### src/rtl/passcode_controller.sv
// Keypad sequencing FSM for the password game.
// Collects digits into an entry buffer and compares the buffer with a stored
// passcode. It counts failed attempts and holds a timed lockout once the
// attempts run out. While unlocked, the stored passcode can be reprogrammed.
//
// Strobe handshake: key_valid, enter, cancel and relock are single-cycle
// strobes sampled on the rising clock edge, with no back-pressure. At most
// one strobe acts in a cycle. The order is cancel > enter > key_valid, and
// in UNLOCKED relock outranks all of them. A strobe that has no meaning in
// the current state still uses up that cycle, so a lower-priority strobe in
// the same cycle is dropped.
module passcode_controller #(
    parameter int                           DIGITS      = 4,
    parameter int                           DIGIT_W     = 4,
    parameter int                           MAX_TRIES   = 3,
    parameter int                           LOCK_CYCLES = 16,
    parameter logic [DIGITS*DIGIT_W-1:0]    DEFAULT_PW  = 16'h1234
) (
    input  logic                            clk,
    input  logic                            clr_n,
    input  logic                            key_valid,
    input  logic [DIGIT_W-1:0]              key_digit,
    input  logic                            enter,
    input  logic                            cancel,
    input  logic                            relock,
    input  logic                            prog,
    output logic [DIGITS*DIGIT_W-1:0]       entry_value,
    output logic [$clog2(DIGITS+1)-1:0]     entry_count,
    output logic                            unlocked,
    output logic                            fail_pulse,
    output logic                            locked,
    output logic [$clog2(MAX_TRIES+1)-1:0]  tries_left,
    output logic [2:0]                      state
);

    localparam int PW_W  = DIGITS * DIGIT_W;
    localparam int CNT_W = $clog2(DIGITS + 1);
    localparam int TRY_W = $clog2(MAX_TRIES + 1);
    localparam int TMR_W = $clog2(LOCK_CYCLES + 1);

    localparam logic [CNT_W-1:0] CNT_FULL  = CNT_W'(DIGITS);
    localparam logic [CNT_W-1:0] CNT_ONE   = CNT_W'(1);
    localparam logic [TRY_W-1:0] TRY_MAX   = TRY_W'(MAX_TRIES);
    localparam logic [TRY_W-1:0] TRY_ONE   = TRY_W'(1);
    localparam logic [TMR_W-1:0] TMR_LOAD  = TMR_W'(LOCK_CYCLES);
    localparam logic [TMR_W-1:0] TMR_ONE   = TMR_W'(1);

    typedef enum logic [2:0] {
        S_IDLE     = 3'd0,
        S_ENTRY    = 3'd1,
        S_CHECK    = 3'd2,
        S_UNLOCKED = 3'd3,
        S_FAIL     = 3'd4,
        S_LOCKOUT  = 3'd5
    } state_t;

    state_t             state_q, state_d;
    logic [PW_W-1:0]    value_d;
    logic [CNT_W-1:0]   count_d;
    logic [PW_W-1:0]    stored_pw, pw_d;
    logic [TRY_W-1:0]   tries_d;
    logic [TMR_W-1:0]   timer_q, timer_d;
    logic               accept;
    logic [PW_W-1:0]    shifted;

    // A digit can only be taken while the buffer still has room.
    assign accept  = key_valid && (entry_count < CNT_FULL);
    // The first digit entered ends up in the MSBs after DIGITS shifts.
    assign shifted = {entry_value[PW_W-DIGIT_W-1:0], key_digit};
    assign state   = state_q;

    // Next-state and next-datapath decisions for every register.
    always_comb begin
        state_d = state_q;
        value_d = entry_value;
        count_d = entry_count;
        pw_d    = stored_pw;
        tries_d = tries_left;
        timer_d = timer_q;

        case (state_q)
            S_IDLE: begin
                // cancel and enter do nothing here, but they still take the cycle.
                if (!cancel && !enter && accept) begin
                    value_d = shifted;
                    count_d = entry_count + CNT_ONE;
                    state_d = S_ENTRY;
                end
            end

            S_ENTRY: begin
                if (cancel) begin
                    value_d = '0;
                    count_d = '0;
                    state_d = S_IDLE;
                end else if (enter) begin
                    // A short entry fails straight away and skips the compare.
                    state_d = (entry_count == CNT_FULL) ? S_CHECK : S_FAIL;
                end else if (accept) begin
                    value_d = shifted;
                    count_d = entry_count + CNT_ONE;
                end
            end

            S_CHECK: begin
                if (entry_value == stored_pw) begin
                    value_d = '0;
                    count_d = '0;
                    tries_d = TRY_MAX;
                    state_d = S_UNLOCKED;
                end else begin
                    state_d = S_FAIL;
                end
            end

            S_FAIL: begin
                value_d = '0;
                count_d = '0;
                // When the last try is used, the lockout starts.
                if (tries_left <= TRY_ONE) begin
                    tries_d = '0;
                    timer_d = TMR_LOAD;
                    state_d = S_LOCKOUT;
                end else begin
                    tries_d = tries_left - TRY_ONE;
                    state_d = S_IDLE;
                end
            end

            S_LOCKOUT: begin
                // Every input is ignored. The timer runs from LOCK_CYCLES down to 1.
                if (timer_q <= TMR_ONE) begin
                    timer_d = '0;
                    tries_d = TRY_MAX;
                    state_d = S_IDLE;
                end else begin
                    timer_d = timer_q - TMR_ONE;
                end
            end

            S_UNLOCKED: begin
                if (relock) begin
                    value_d = '0;
                    count_d = '0;
                    state_d = S_IDLE;
                end else if (cancel) begin
                    value_d = '0;
                    count_d = '0;
                end else if (enter) begin
                    // The passcode is reprogrammed only from a full entry with prog held.
                    if (prog && (entry_count == CNT_FULL)) begin
                        pw_d    = entry_value;
                        value_d = '0;
                        count_d = '0;
                    end
                end else if (accept) begin
                    value_d = shifted;
                    count_d = entry_count + CNT_ONE;
                end
            end

            default: begin
                state_d = S_IDLE;
            end
        endcase
    end

    // State register.
    always_ff @(posedge clk or negedge clr_n) begin
        if (!clr_n) begin
            state_q <= S_IDLE;
        end else begin
            state_q <= state_d;
        end
    end

    // Datapath registers: entry buffer, stored passcode, try counter, lockout timer.
    always_ff @(posedge clk or negedge clr_n) begin
        if (!clr_n) begin
            entry_value <= '0;
            entry_count <= '0;
            stored_pw   <= DEFAULT_PW;
            tries_left  <= TRY_MAX;
            timer_q     <= '0;
        end else begin
            entry_value <= value_d;
            entry_count <= count_d;
            stored_pw   <= pw_d;
            tries_left  <= tries_d;
            timer_q     <= timer_d;
        end
    end

    // Status flags are registered from the next state, so each one tracks
    // the state register exactly and comes straight from a flop.
    always_ff @(posedge clk or negedge clr_n) begin
        if (!clr_n) begin
            unlocked   <= 1'b0;
            fail_pulse <= 1'b0;
            locked     <= 1'b0;
        end else begin
            unlocked   <= (state_d == S_UNLOCKED);
            fail_pulse <= (state_d == S_FAIL);
            locked     <= (state_d == S_LOCKOUT);
        end
    end

endmodule

### config.mk
export PLATFORM = sky130hd
export DESIGN_NAME = passcode_controller
export DESIGN_NICKNAME = d
export VERILOG_FILES = /design/src/rtl/passcode_controller.sv
export SDC_FILE = /design/constraint.sdc
export NUM_CORES = 1
export LEC_CHECK = 0
export ABC_AREA = 0
export CAP_MARGIN = 10
export CORE_MARGIN = 5
export CORE_UTILIZATION = 29
export CTS_CLUSTER_DIAMETER = 60
export DETAILED_ROUTE_END_ITERATION = 8
export GPL_ROUTABILITY_DRIVEN = 0
export MAX_ROUTING_LAYER = met4
export SETUP_SLACK_MARGIN = 0.02
export SYNTH_ARGS = -nofsm -noshare
export SYNTH_HDL_FRONTEND = slang
export SYNTH_SLANG_ARGS = --single-unit
export TNS_END_PERCENT = 50
### constraint.sdc
create_clock -name clk -period 2.7 [get_ports clk]
set_input_delay 0.27 -clock clk [delete_from_list [all_inputs] [get_ports clk]]
set_output_delay 0.27 -clock clk [all_outputs]
set_load 0.01 [all_outputs]
### Yosys cells after proc, flatten, opt, wreduce, memory -nomap -nowiden

Cells that the tools add are included.

* register bits after elaboration: 48
* output and inout bits: 27
* input bits: 11
* logic and storage cells: 83

* add/sub/neg operators: 3
* multiplexer cells: 36
* bitwise operators: 2
* reduce and logical (&&, ||, !) cells: 14
* equal/unequal tests: 16
* order comparisons: 3

Operator list (number)
* 16-bit 2-to-1 mux: 9
* 16-bit case mux with 5 select lines: 1
* 3-bit 2-to-1 mux: 17
* 3-bit case mux with 6 select lines: 1
* 16-bit == test: 1
* 3-bit == test, second input constant: 5
* 3-bit case mux with 5 select lines: 1
* 5-bit 2-to-1 mux: 2
* 5-bit case mux with 2 select lines: 1
* 5-bit AND reduction: 2
* 3-bit by 2-bit == test with 1-bit output, second input constant: 3
* 2-bit inequality test, second input constant: 4
* 2-bit 2-to-1 mux: 3
* 2-bit case mux with 3 select lines: 1
* 5-bit by 1-bit less-or-equal comparator with 1-bit output, second input constant: 1
* 5-bit inequality test, second input constant: 1
* 5-bit nonzero test: 1
* 5-bit by 1-bit subtractor with 5-bit output, second input constant: 1
* 1-bit logical AND: 4
* 3-bit by 1-bit adder with 3-bit output, second input constant: 1
* 3-bit by 1-bit == test with 1-bit output, second input constant: 1
* 3-bit zero test: 1
* 3-bit < comparator, second input constant: 1
* 3-bit inequality test, second input constant: 1
* other kinds (8): 10

### Logic depth before layout (Yosys ltp)

* word-level depth: 7
* gate-level depth with buffers: 8
* depth with buffers taken out: 7

### Worst setup path before layout

Ideal clock, no wire load.

* kind: flip-flop to flip-flop
* start: register entry_value[5]
* end: register entry_value[1]
* slack: 0.733 ns
* library setup time: 0.121 ns
* clock period less this slack: 1.967 ns
* data required time: 2.579 ns
* path buffers: 2
* cell stages (with the launch flop): 8
* arrival: 1.846 ns
* path through: dfrtp_1 > xor2_1 > nor4_2 > nand4_2 > a221o_1 > buf_6 > buf_6 > a22o_1

* cells in the longest elaborated chain, start to end: 3

Ends and longest elaborated chain
* start, declared: line 27 `output logic [DIGITS*DIGIT_W-1:0] entry_value,`
* start signal, assigned: line 186 `entry_value <= value_d;`
* 16-bit == test: line 106 `if (entry_value == stored_pw) begin`
* 2-bit inequality test (no line)
* 5-bit AND reduction (no line)

No other way between the ends.
A chain may end at the register's enable or synchronous reset.

### Final worst setup path

* start: register state_q[0], in the netlist state[0]
* end: register entry_count[0]

* cells in the longest elaborated chain, start to end: 3
* elaborated cells between the ends (all ways): 12
* those cells by class: eq/ne: 8; mux: 1; reduce/logical: 3

Ends and longest elaborated chain
* start, declared: line 57 `state_t state_q, state_d;`
* start signal, assigned: line 173 `state_q <= state_d;`
* 3-bit by 2-bit == test with 1-bit output (tied with other cells): line 81 `case (state_q)`
* 5-bit inequality test (no line) (tied with other cells)
* 5-bit AND reduction (no line)
* end signal, assigned: line 187 `entry_count <= count_d;`
* end, declared: line 28 `output logic [$clog2(DIGITS+1)-1:0] entry_count,`

Several ways; a longest one is shown, not always the timed one.

==> reports/qor.txt <==
Achievable frequency - 432 MHz
Fillers - 775
Seq cells post-synth - 48
Io pins - 38
Setup TNS - 0 ns
Final setup fails - 0
Slew HR - 32.3%
Most frequent CP cell - o211ai_1
Final Cell Area - 0.00291 mm2
PostCTS Resize Cnt - 0
Syn Area/Cell - 11.9 um2
Sequential-to-total area share from yosys stat - 52.0%
P per Cell Area - 846 mW/mm2
Core region area - 0.00777 mm2
Site Rows - 32
Final worst setup slack - 0.383 ns
Area after DPL - 0.00281 mm2
Synth top area share - 44.1%
Skew final - 0.00426 ns
Crit path arrival time - 2.55 ns
Worst hold path class - input pin to async pin
Vias post-DR - 1616
# Post-CTS Setup Buffers - 0
First-pass GRT wire length - 8160 um
CP max stage cell - nor3b_4
Antenna cells - 0
DRC - 0
Async S/R FF share, synth - 100%
Layout cell share with drive strength beyond 1 - 18.8%
Post-DR vias/cell - 4.74
Critical Path Sink Type - flop
DIE AREA - 0.00992 mm2
Kind of critical path - flop to flop
Top FF cell, synth - dfrtp_1
Die X - 99.6 um
Final WL - 4790 um
Clock Latency Late Sink - 0.30 ns
Post-detail-place hpwl - 3410 um
Startpoint Class - flop
Final Hold Fails - 0
Die Y - 99.6 um
Worst EP required - 2.94 ns
Leakage power - 1.37 nW
Root buffer cell - clkbuf_8
RSZ-0062 raised after global routing - false
Worst path cell trace - buf_4 > or2_2 > o211ai_1 > o211ai_1 > nor3b_4 > mux2_2
Initial antenna violation count - 0
Synth Cell Area - 0.00233 mm2
Total grt overflow - 0
Max Slew Vio Count - 0
TritonRoute pass-1 iters - 4
Final #Nets - 253
Synthesis-to-finish area growth - 24.8%
Leading area contributor after synthesis - dfrtp_1
CP max FO - 18
Multi-input logic area - 0.00105 mm2
Worst-case clock buffer depth - 2
Status - complete, no violations
Routed Antenna Nets - 0
WL/cell - 14.0 um
Final hold slack - 0.143 ns
CTS tree - built
Post-Syn Nets - 210
Num CTS Buffers - 5
Reg clk slew, reported paths - 0.09 ns
Synth cell types - 41
CP peak stage delay - 0.72 ns
Max-Cap Viols - 0
Period Utilization, post-route - 85.8%
Starting Density - 30.0%
Pin count of the biggest net entering global routing - 48
H-tree levels - 2
Synth warnings - 0
Post-layout min period - 2.32 ns
Vias in the first global route - 1608
FF+latch area - 0.00121 mm2
Dpl ws - 0.144 ns
Clk sink count - 48
Area contributors post-synth - dfrtp_1 44%, mux2_2 8.2%, dfstp_2 7.9%
Cells after synthesis - 195
Port Buffers - 37
GRT Total Usage - 10.4%
Cts-stage hold buffer count - 0
Max VDD drop - 0.000248 V
Post-synth EDFFs - 0
Detailed Route Iter0 Violations - 84
Worst-margin pin slew - 1.01 ns
critical path, delay by kind of cell, from the launching register on:
family                 cells  cell delay, ns
buffers and inverters      1            0.19
DFF                        1            0.47
muxes                      1            0.28
and+or+nand+nor            2            0.99
AOI/OAI and AO/OA          2            0.34
layout make-up:
type / count / share of cell area, %
Tap cell: 102 / 4.39
Inverter: 7 / 0.904
Sequential cell: 48 / 41.6
Clock inverter: 2 / 0.517
Multi-Input combinational cell: 135 / 36.1
Timing Repair Buffer: 41 / 13.6
Clock buffer: 6 / 2.84
worst paths after layout:
| check | start | endpoint | slack (ns) | cells after the start |
|---|---|---|---|---|
| setup / recovery | state[0] | entry_count[0] | 0.38 | 6 |
| hold / removal | clr_n | entry_value[8] | 0.14 | 1 |
| setup reg to reg | state[0] | entry_count[0] | 0.38 | 6 |
| hold reg to reg | timer_q[4] | timer_q[4] | 0.52 | 1 |
| max in group asynchronous | clr_n | tries_left[1] | 1.84 | 2 |
| min in group clk | timer_q[4] | timer_q[4] | 0.52 | 1 |
cells in the mapped netlist, types with 3 or more instances:
master	instances
mux2_2	17
nand2_1	10
nor4_2	4
xor2_1	16
a22o_1	17
nand3_1	3
nand2b_1	4
nor2_1	12
dfstp_2	7
buf_6	3
dfrtp_1	41
inv_1	7
o21ai_0	11
ha_1	4
o211ai_1	3
nor2b_1	5
state kept, by name (all words and copies together) (netlist names):
signal,cells
entry_value,16
stored_pw,16
timer_q,5
entry_count,3
state,3
tries_left,2
fail_pulse,1
locked,1
unlocked,1
per-stage QoR:
step | util (%) | cells | total power [mW]
6_report | 37.4 | 341 | 2.46
5_1_grt | 37.4 | 341 | 2.64
3_5_place_dp | 36.2 | 333 | 2.05
4_1_cts | 37.4 | 341 | 2.51
2_1_floorplan | - | 195 | 1.60
3_3_place_gp | 36.2 | 333 | 2.03
cell usage in the layout (no fill, tap or decap), types with 2 or more instances in the layout:
| cell | count |
|---|---|
| nor2_1 | 12 |
| xor2_1 | 16 |
| clkbuf_8 | 6 |
| a211o_1 | 2 |
| nor2b_1 | 5 |
| clkinvlp_4 | 2 |
| mux2_2 | 17 |
| inv_1 | 7 |
| nand3_1 | 3 |
| a22o_1 | 17 |
| o21a_1 | 2 |
| or3_1 | 2 |
| nand4_1 | 2 |
| o21ai_0 | 11 |
| buf_4 | 4 |
| nand2_1 | 10 |
| a221o_1 | 2 |
| a21oi_1 | 2 |
| nand2b_1 | 4 |
| o211ai_1 | 3 |
| nor4_2 | 4 |
| clkdlybuf4s50_1 | 36 |
| ha_1 | 4 |
| dfstp_2 | 7 |
| dfrtp_1 | 41 |
power by group:
| part | leakage [nW] | total, mW | switching [mW] | internal [mW] |
|---|---|---|---|---|
| registers | 0.621 | 1.09 | 0.211 | 0.882 |
| logic | 0.708 | 0.918 | 0.401 | 0.517 |
| clock network | 0.0434 | 0.449 | 0.241 | 0.208 |
kinds of logic (layout without fill, tap and decap cells):
kind of cell | count (synthesis) | count (layout) | synth area share (%)
AO/OA/AOI/OAI | 48 | 48 | 15.6
XOR/XNOR | 16 | 16 | 6.02
adder cells (fa/ha/maj) | 4 | 4 | 2.15
buffers and inverters | 12 | 56 | 2.96
flip-flops | 48 | 48 | 52.0
multiplexers | 18 | 18 | 8.65
AND/OR/NAND/NOR | 49 | 49 | 12.6
per-layer routing:
| layer | vias to the layer above | GRT usage [%] | wire length, um |
|---|---|---|---|
| li1 | 799 | - | - |
| met2 | 31 | 15.5 | 2300 |
| met3 | 2 | 2.24 | 201 |
| met1 | 784 | 14.1 | 2260 |
| met5 | - | - | 0 |
| met4 | 0 | 2.84 | 32 |
No activity file was read; power rests on OpenSTA's default activity.
